$ cat src/rtl/instr_encoder_writer.sv
// Field-level RV32I (plus custom stdin/stdout) instruction encoder that range-checks
// each request and streams the packed word into instruction memory at an auto-incrementing address.
module instr_encoder_writer #(
    parameter int          ADDR_W    = 10,
    parameter logic [6:0]  OPCODE_IO = 7'b0001011
) (
    input  logic              clk,
    input  logic              rst,
    input  logic              base_load,
    input  logic [ADDR_W-1:0] base_addr,
    input  logic              in_valid,
    output logic              in_ready,
    input  logic [3:0]        in_kind,
    input  logic [2:0]        in_funct3,
    input  logic              in_alt,
    input  logic [4:0]        in_rd,
    input  logic [4:0]        in_rs1,
    input  logic [4:0]        in_rs2,
    input  logic [31:0]       in_imm,
    output logic              imem_we,
    input  logic              imem_ready,
    output logic [ADDR_W-1:0] imem_addr,
    output logic [31:0]       imem_wdata,
    output logic              err_illegal
);

    localparam logic [3:0] K_OP     = 4'd0;
    localparam logic [3:0] K_OPIMM  = 4'd1;
    localparam logic [3:0] K_LOAD   = 4'd2;
    localparam logic [3:0] K_STORE  = 4'd3;
    localparam logic [3:0] K_BRANCH = 4'd4;
    localparam logic [3:0] K_JAL    = 4'd5;
    localparam logic [3:0] K_JALR   = 4'd6;
    localparam logic [3:0] K_LUI    = 4'd7;
    localparam logic [3:0] K_AUIPC  = 4'd8;
    localparam logic [3:0] K_STDIN  = 4'd9;
    localparam logic [3:0] K_STDOUT = 4'd10;

    localparam logic [6:0] OPC_OP     = 7'b0110011;
    localparam logic [6:0] OPC_OPIMM  = 7'b0010011;
    localparam logic [6:0] OPC_LOAD   = 7'b0000011;
    localparam logic [6:0] OPC_STORE  = 7'b0100011;
    localparam logic [6:0] OPC_BRANCH = 7'b1100011;
    localparam logic [6:0] OPC_JAL    = 7'b1101111;
    localparam logic [6:0] OPC_JALR   = 7'b1100111;
    localparam logic [6:0] OPC_LUI    = 7'b0110111;
    localparam logic [6:0] OPC_AUIPC  = 7'b0010111;

    logic signed [31:0] imm;
    logic               imm_s12, imm_u12, imm_sh, imm_b, imm_j, imm_u20;
    logic               alt_ok, legal, accept;
    logic [6:0]         funct7;
    logic [31:0]        word;

    logic               we_p1;
    logic [ADDR_W-1:0]  addr_p1;
    logic [31:0]        wdata_p1;
    logic               err_p1;
    logic [ADDR_W-1:0]  ptr;

    assign imm     = $signed(in_imm);
    assign imm_s12 = (imm >= -32'sd2048)    && (imm <= 32'sd2047);
    assign imm_u12 = (imm >= 32'sd0)        && (imm <= 32'sd4095);
    assign imm_sh  = (imm >= 32'sd0)        && (imm <= 32'sd31);
    assign imm_b   = (imm >= -32'sd4096)    && (imm <= 32'sd4095)    && !imm[0];
    assign imm_j   = (imm >= -32'sd1048576) && (imm <= 32'sd1048575) && !imm[0];
    assign imm_u20 = (imm >= -32'sd524288)  && (imm <= 32'sd524287);

    assign alt_ok = ((in_kind == K_OP) && ((in_funct3 == 3'b000) || (in_funct3 == 3'b101)))
                 || ((in_kind == K_OPIMM) && (in_funct3 == 3'b101));
    assign funct7 = in_alt ? 7'b0100000 : 7'b0000000;

    always_comb begin
        legal = !(in_alt && !alt_ok);
        word  = 32'd0;
        case (in_kind)
            K_OP: word = {funct7, in_rs2, in_rs1, in_funct3, in_rd, OPC_OP};
            K_OPIMM: begin
                if ((in_funct3 == 3'b001) || (in_funct3 == 3'b101)) begin
                    if (!imm_sh) legal = 1'b0;
                    word = {funct7, imm[4:0], in_rs1, in_funct3, in_rd, OPC_OPIMM};
                end else begin
                    // SLTIU is zero-extended by the decoder, so it takes an unsigned range
                    if ((in_funct3 == 3'b011) ? !imm_u12 : !imm_s12) legal = 1'b0;
                    word = {imm[11:0], in_rs1, in_funct3, in_rd, OPC_OPIMM};
                end
            end
            K_LOAD: begin
                if (!imm_s12 || (in_funct3 == 3'b011) || (in_funct3 > 3'b101)) legal = 1'b0;
                word = {imm[11:0], in_rs1, in_funct3, in_rd, OPC_LOAD};
            end
            K_STORE: begin
                if (!imm_s12 || (in_funct3 > 3'b010)) legal = 1'b0;
                word = {imm[11:5], in_rs2, in_rs1, in_funct3, imm[4:0], OPC_STORE};
            end
            K_BRANCH: begin
                if (!imm_b || (in_funct3 == 3'b010) || (in_funct3 == 3'b011)) legal = 1'b0;
                word = {imm[12], imm[10:5], in_rs2, in_rs1, in_funct3, imm[4:1], imm[11], OPC_BRANCH};
            end
            K_JAL: begin
                if (!imm_j) legal = 1'b0;
                word = {imm[20], imm[10:1], imm[11], imm[19:12], in_rd, OPC_JAL};
            end
            K_JALR: begin
                if (!imm_s12) legal = 1'b0;
                word = {imm[11:0], in_rs1, 3'b000, in_rd, OPC_JALR};
            end
            K_LUI: begin
                if (!imm_u20) legal = 1'b0;
                word = {imm[19:0], in_rd, OPC_LUI};
            end
            K_AUIPC: begin
                if (!imm_u20) legal = 1'b0;
                word = {imm[19:0], in_rd, OPC_AUIPC};
            end
            K_STDIN:  word = {7'd0, 5'd0, 5'd0, 3'b000, in_rd, OPCODE_IO};
            K_STDOUT: word = {7'd0, 5'd0, in_rs1, 3'b001, 5'd0, OPCODE_IO};
            default:  legal = 1'b0;
        endcase
    end

    assign in_ready = (!we_p1 || imem_ready) && !base_load;
    assign accept   = in_valid && in_ready;

    // Output stage: one pending word; a new one is taken only as the old one retires
    always_ff @(posedge clk or posedge rst) begin
        if (rst) begin
            we_p1    <= 1'b0;
            addr_p1  <= '0;
            wdata_p1 <= 32'd0;
            err_p1   <= 1'b0;
            ptr      <= '0;
        end else if (base_load) begin
            we_p1  <= 1'b0;
            err_p1 <= 1'b0;
            ptr    <= base_addr;
        end else begin
            if (we_p1 && imem_ready)
                ptr <= ptr + ADDR_W'(1);
            if (accept) begin
                if (legal) begin
                    we_p1    <= 1'b1;
                    addr_p1  <= we_p1 ? ptr + ADDR_W'(1) : ptr;
                    wdata_p1 <= word;
                end else begin
                    we_p1  <= 1'b0;
                    err_p1 <= 1'b1;
                end
            end else if (imem_ready) begin
                we_p1 <= 1'b0;
            end
        end
    end

    assign imem_we     = we_p1;
    assign imem_addr   = addr_p1;
    assign imem_wdata  = wdata_p1;
    assign err_illegal = err_p1;

endmodule

$ cat config.mk
export PLATFORM = sky130hd
export DESIGN_NAME = instr_encoder_writer
export DESIGN_NICKNAME = d
export VERILOG_FILES = /design/src/rtl/instr_encoder_writer.sv
export SDC_FILE = /design/constraint.sdc
export NUM_CORES = 1
export LEC_CHECK = 0
export CAP_MARGIN = 5
export CORE_MARGIN = 3
export CORE_UTILIZATION = 50
export DETAILED_ROUTE_END_ITERATION = 8
export GPL_TIMING_DRIVEN = 0
export PLACE_DENSITY = 0.84
export SLEW_MARGIN = 20
export SYNTH_ARGS = -nofsm -noshare
export SYNTH_HDL_FRONTEND = slang
export SYNTH_SLANG_ARGS = --single-unit
export TNS_END_PERCENT = 100
$ cat constraint.sdc
create_clock -name clk -period 5.03 [get_ports clk]
set_input_delay 1.006 -clock clk [delete_from_list [all_inputs] [get_ports clk]]
set_output_delay 1.006 -clock clk [all_outputs]
set_load 0.005 [all_outputs]
==> metrics, run 1 <==
outcome=completed; PD cells=259 nW/um2; Hold Fails Final Rpt=0; XOR/XNOR share of the synthesized area=0.0474; kind of end point of the critical path=flip-flop; Top FF cell, synth=dfrtp_1; Crit Path Category=in2reg; multiplexer share of the synthesized area=0.142; first-pass GRT wire length=just under 20000 um; Clock Latency Late Sink=0.32 ns; vias in the first global route=3704; Arr. time, crit path=3.86 ns; LEAKAGE=1.97 nW; Die W=around 90 um; crit path max-delay cell type=clkdlybuf4s50_1; Min-Delay Path Depth=1; 1st-pass router iterations=5; GR met3 Demand/Resource=0.0543; port bufs=113; Post-synth EDFFs=0; global-route met2 utilization=0.501; CTS clock-pin slew for the worst setup and hold paths=0.11 ns; Ys Warns=0; Final nets=583; full die area=about 8100 um2; VDD IR max=between 0.15 and 0.2 mV; R2R cell count=7; Reg2Reg Setup Slack=roughly 3.0 ns; fmax=0.274 GHz; hold_buf cts=0; Initial Util=0.535; largest fanout on the critical path=10; most common cell after layout, fill and taps aside=clkdlybuf4s50_1; Final Max Slew Viols=0; IO Count=115; # resized after CTS=0; die height=89.8 um; HP Start=imem_wdata[7]; GR peak layer=met2; gate count of the mapped netlist=about 400; Final setup viols=0; Syn-to-layout area delta=38.8%; worst slew pin tran=0.796 ns; largest net degree at the start of global routing=34; cell area after synthesis=3510 um2; antenna violations before repair=0; slowest cell delay on critical path=0.48 ns; clk_skew=0.0110 ns; WL/cell=19.5 um; worst r2r src=imem_we; largest family of logic cells by synthesized area=simple AND/OR/NAND/NOR gates; Yosys reg bits=53; Detail Route Antenna Nets=0; unrepaired setup endpoints after global routing=false; GR Util met1=0.372; crit start category=primary input; Post-Synth Simple-Gate Area=0.189; syn_nets=approximately 460; # Post-CTS Setup Buffers=0; H-tree depth=2; fin worst setup slack=around 1.4 ns; CTS sink cnt=53; relative slew slack=0.468; vias per cell=6.00; Worst Path Required=between 5 and 6 ns; Yosys cell types=51; grt ovf=0; Post-Syn Area per Cell=8.98 um2; crit share post-route=0.725; HP Class=reg2reg; setup TNS=0 ns; hold slack=0.495 ns; DRC Markers=0; Tmin final=roughly 3.6 ns; pre-CTS WS=1.11 ns; aggregate global-route resource usage=0.292; CTS tree=yes; Post-Synth Adder-Cell Area=0.00356; # rows=29; crit path launch=in_kind[2]; via total after detailed routing=between 3000 and 4000; CTS root buffer=clkbuf_8; core area=around 6600 um2; Antenna Cells=0; Placer Congestion=between 0.9 and 1; Total Wirelength=roughly 12000 um; compound-gate portion of the synthesized area=0.177; TritonCTS buffer count=5; critical-path cell list=clkdlybuf4s50_1 > buf_2 > nor2b_1 > nand2_1 > o21ai_1 > a221oi_1 > a21oi_4 > buf_6 > mux2_2; hpwl dp=approximately 9000 um; sequential area share after synthesis=0.378; Reg-to-Reg End=imem_wdata[26]; share of cells above drive strength 1=0.101; Synth async-reset ratio=1.00; drt first-iter violations=365; CTS max path bufs=2; max-cap violations=0; most frequent cells in the layout=113 x clkdlybuf4s50_1, 53 x dfrtp_1, 43 x nand2_1; sink of the worst hold path=imem_wdata[7]
kinds of logic after synthesis:
| group | after synthesis |
|---|---|
| xor gates and xnor gates | 19 |
| DFF | 53 |
| adders and majority gates | 1 |
| AOI/OAI and AO/OA | 93 |
| buffers and inverters | 48 |
| and+or+nand+nor | 131 |
| muxes | 46 |
critical path: cells and delay by family:
kind                   cells  cell delay (ns)
AO/OA/AOI/OAI              3             0.99
buffers and inverters      3             0.91
AND/OR/NAND/NOR            2             0.59
multiplexers               1             0.35
state kept, by name, indices dropped and copies added (netlist names):
signal and count:
imem_wdata 31, imem_addr 10, ptr 10, err_illegal 1
imem_we 1
power by group:
part / switching [mW] / internal [mW]
Combinational: 0.176 / 0.265
Clock: 0.165 / 0.102
Sequential: 0.0508 / 0.505
Total: 0.391 / 0.872
per-stage QoR:
| step | cell area [um2] | std cells | util | power [mW] |
|---|---|---|---|---|
| 2_1_floorplan | 3510 | 391 | - | 0.722 |
| 3_3_place_gp | 4760 | 597 | 0.725 | 0.986 |
| 3_5_place_dp | 4780 | 598 | 0.728 | 1.00 |
| 4_1_cts | 4870 | 606 | 0.742 | 1.27 |
| 5_1_grt | 4870 | 606 | 0.742 | 1.33 |
| 6_report | 4870 | 606 | 0.742 | 1.26 |
metal layers:
layer	up-vias	wire length (um)
met5	-	0
met4	0	300
met3	32	948
met2	195	5880
met1	1750	4710
li1	1656	-
how the worst max path moves through the flow:
stage,depth (start not counted),endpoint,slack (ns)
6_report,9,imem_wdata[26],1.38
5_1_grt,9,imem_wdata[26],1.27
4_1_cts,9,imem_wdata[26],1.46
3_5_place_dp,9,imem_addr[5],1.11
3_3_place_gp,9,imem_wdata[25],1.17
2_1_floorplan,9,imem_wdata[20],1.85
layout make-up:
cell class                      count  area [um2]
Clock buffer                        5        68.8
Clock inverter                      3        26.3
Multi-Input combinational cell    290        1960
Fill cell                         520        1690
Timing Repair Buffer              114        1150
Sequential cell                    53        1330
Buffer                             26         138
Inverter                           22        82.6
Tap cell                           93         116
synthesized netlist by cell type (2+ instances only):
library cell / count / area share
buf_6: 4 / 0.013
a211oi_1: 5 / 0.011
mux2_1: 2 / 0.0064
inv_1: 22 / 0.024
buf_1: 2 / 0.0021
nor2b_1: 8 / 0.014
nand2_1: 43 / 0.046
o21ai_0: 28 / 0.040
o221ai_1: 5 / 0.012
clkbuf_1: 16 / 0.017
and3_1: 3 / 0.0053
nor3_1: 4 / 0.0057
a221oi_1: 5 / 0.012
nand3b_1: 2 / 0.0043
o2111ai_1: 2 / 0.0050
dfrtp_1: 53 / 0.38
nor2_1: 18 / 0.019
buf_4: 2 / 0.0043
xor2_1: 10 / 0.025
nand4_1: 7 / 0.012
mux2i_1: 15 / 0.043
and2_1: 4 / 0.0071
a21oi_1: 22 / 0.031
nand2b_1: 7 / 0.012
mux2_2: 29 / 0.093
nor4_1: 5 / 0.0089
xnor2_1: 9 / 0.022
nor4b_1: 2 / 0.0050
a22oi_1: 6 / 0.013
nand3_1: 20 / 0.029
buf_2: 2 / 0.0029
a222oi_1: 6 / 0.017
a22o_1: 5 / 0.012
Note: power is estimated with default switching activity, not from simulation.
==> run 2, diff against run 1 <==
--- a/config.mk
+++ b/config.mk
@@ -7,10 +7,10 @@
 export LEC_CHECK = 0
 export CAP_MARGIN = 5
 export CORE_MARGIN = 3
-export CORE_UTILIZATION = 50
+export CORE_UTILIZATION = 47
 export DETAILED_ROUTE_END_ITERATION = 8
 export GPL_TIMING_DRIVEN = 0
-export PLACE_DENSITY = 0.84
+export PLACE_DENSITY = 0.8
 export SLEW_MARGIN = 20
 export SYNTH_ARGS = -nofsm -noshare
 export SYNTH_HDL_FRONTEND = slang
==> constraint.sdc (replaced) <==
create_clock -name clk -period 3.65 [get_ports clk]
set_input_delay 0.73 -clock clk [delete_from_list [all_inputs] [get_ports clk]]
set_output_delay 0.73 -clock clk [all_outputs]
set_load 0.005 [all_outputs]
==> run 2 against run 1 <==
  * First-iteration DRC count is 4.7% lower
  * Routed wire length is 3.0% lower
  * Largest cell class unchanged
  * Highest routed layer unchanged
  * Register-to-register slack worse by 1.4 ns
  * Critical path depth is 1 lower
==> metrics, run 2 (synthesis results as in run 1) <==
# Post-CTS Setup Buffers=0 (unchanged); outcome=completed; crit path launch=in_kind[0]; first-pass GRT wire length=18400 um (-4.6%); fin worst setup slack=0.375 ns (-1.01 ns); Arr. time, crit path=3.48 ns (-0.38 ns); HP Start=imem_wdata[7]; Final setup viols=0 (unchanged); pre-CTS WS=0.0373 ns (-1.08 ns); largest fanout on the critical path=10 (unchanged); fmax=a little over 0.3 GHz; unrepaired setup endpoints after global routing=false; core area=7020 um2 (+6.9%); die height=92.4 um (+2.9%); Clock Latency Late Sink=0.32 ns (about the same); TritonCTS buffer count=5 (unchanged); Syn-to-layout area delta=38.4%; DRC Markers=0 (unchanged); worst r2r src=imem_we; vias in the first global route=3482 (-6.0%); # resized after CTS=0 (unchanged); slowest cell delay on critical path=0.51 ns (+0.03 ns); Total Wirelength=11500 um (-3.0%); utilization after layout=0.692 (-0.0497); worst slew pin tran=0.695 ns (-0.101 ns); CTS sink cnt=53 (unchanged); Crit Path Category=in2reg; hpwl dp=8810 um (-4.0%); most common cell after layout, fill and taps aside=clkdlybuf4s50_1; largest net degree at the start of global routing=54 (+59%); hold_buf cts=0 (unchanged); Final nets=582 (-0.17%); hold slack=0.499 ns (+0.00387 ns); Antenna Cells=0 (unchanged); max reg flops=31 (unchanged); share of cells above drive strength 1=0.0996 (-0.00176); # rows=30 (+3.4%); vias per cell=5.77 (-3.7%); kind of end point of the critical path=flip-flop; Tmin final=roughly 3.3 ns; relative slew slack=0.536 (+0.0675); H-tree depth=2 (unchanged); Final Max Slew Viols=0 (unchanged); port bufs=113 (unchanged); via total after detailed routing=3510 (-3.4%); full die area=8540 um2 (+6.0%); LEAKAGE=1.96 nW (-0.47%); WL/cell=18.9 um (-3.3%); crit path max-delay cell type=o21ai_1; Power, Total=1.73 mW (+37%); 1st-pass router iterations=5 (unchanged); Die W=92.4 um (+2.9%); most frequent cells in the layout=113 x clkdlybuf4s50_1, 53 x dfrtp_1, 43 x nand2_1; CTS tree=yes; CTS clock-pin slew for the worst setup and hold paths=0.10 ns (about the same); IO Count=115 (unchanged); CTS root buffer=clkbuf_8; Placer Congestion=0.944 (+1.8%); grt ovf=0 (unchanged); Initial Util=0.500 (-0.0344); setup TNS=0 ns (unchanged); fill count=590 (+13%); worst path bufs/invs=3 (unchanged); drt first-iter violations=348 (-4.7%); crit share post-route=0.897; Worst Path Required=3.85 ns (-1.39 ns); clk_skew=0.0150 ns (+0.00399 ns); CTS max path bufs=2 (unchanged); Detail Route Antenna Nets=0 (unchanged); max-cap violations=0 (unchanged); antenna violations before repair=0 (unchanged); critical-path cell list=clkdlybuf4s50_1 > clkbuf_1 > nand2_1 > o21ai_1 > a221oi_1 > a21oi_4 > buf_6 > mux2_2; crit start category=primary input; delay-heaviest family, CP=compound AO/OA/AOI/OAI gates; PD cells=356 nW/um2 (+37%); HP Class=reg2reg; Hold Fails Final Rpt=0 (unchanged); VDD IR max=0.244 mV (+28%); aggregate global-route resource usage=0.272 (-0.0202)
[run 2: cell types whose count changed in the layout (fill, tap and decap cells not counted)]
cell / previous run / this run
buf_12: 1 / 0
inv_2: 1 / 0
inv_4: 0 / 1
[run 2: power by group]
group          internal, mW  switching (mW)  total (mW)
clock network         0.140           0.221       0.361
registers             0.696          0.0698       0.766
logic                 0.363           0.238       0.601
[run 2: worst paths after layout]
check / endpoint / slack (ns) / depth (start not counted)
worst min register to register: imem_wdata[7] / 0.50 / 1
worst max register to register: imem_wdata[25] / 1.59 / 7
max in group asynchronous: imem_wdata[26] / 2.34 / 2
min in group asynchronous: imem_wdata[1] / 0.85 / 2
worst max-delay path: imem_wdata[25] / 0.37 / 8
worst min-delay path: imem_wdata[7] / 0.50 / 1
[run 2: final cells by class]
cell class,instances,area (um2),area share
flip-flops and latches,53,1330,0.273
clock inverters,3,26.3,0.00541
well taps,96,120,0.0247
clock buffers,5,68.8,0.0142
multi-input cells,290,1960,0.404
repair buffers,113,1130,0.233
inverters,22,85.1,0.0175
plain buffers,26,138,0.0283
[run 2: layer usage]
| layer | part of all wire | GRT usage | vias up | wire (um) |
|---|---|---|---|---|
| met5 | 0 | 0 | - | 0 |
| met4 | 0.030 | 0.0928 | 0 | 340 |
| met3 | 0.072 | 0.0447 | 28 | 829 |
| met2 | 0.48 | 0.447 | 159 | 5530 |
| met1 | 0.42 | 0.364 | 1663 | 4790 |
| li1 | - | - | 1660 | - |
[run 2: metrics by stage]
| stage | instance area (um2) | cells |
|---|---|---|
| after floorplan | 3510 | 391 |
| after global placement | 4760 | 600 |
| after detailed placement | 4760 | 600 |
| after CTS | 4860 | 608 |
| after global routing | 4860 | 608 |
| final | 4860 | 608 |
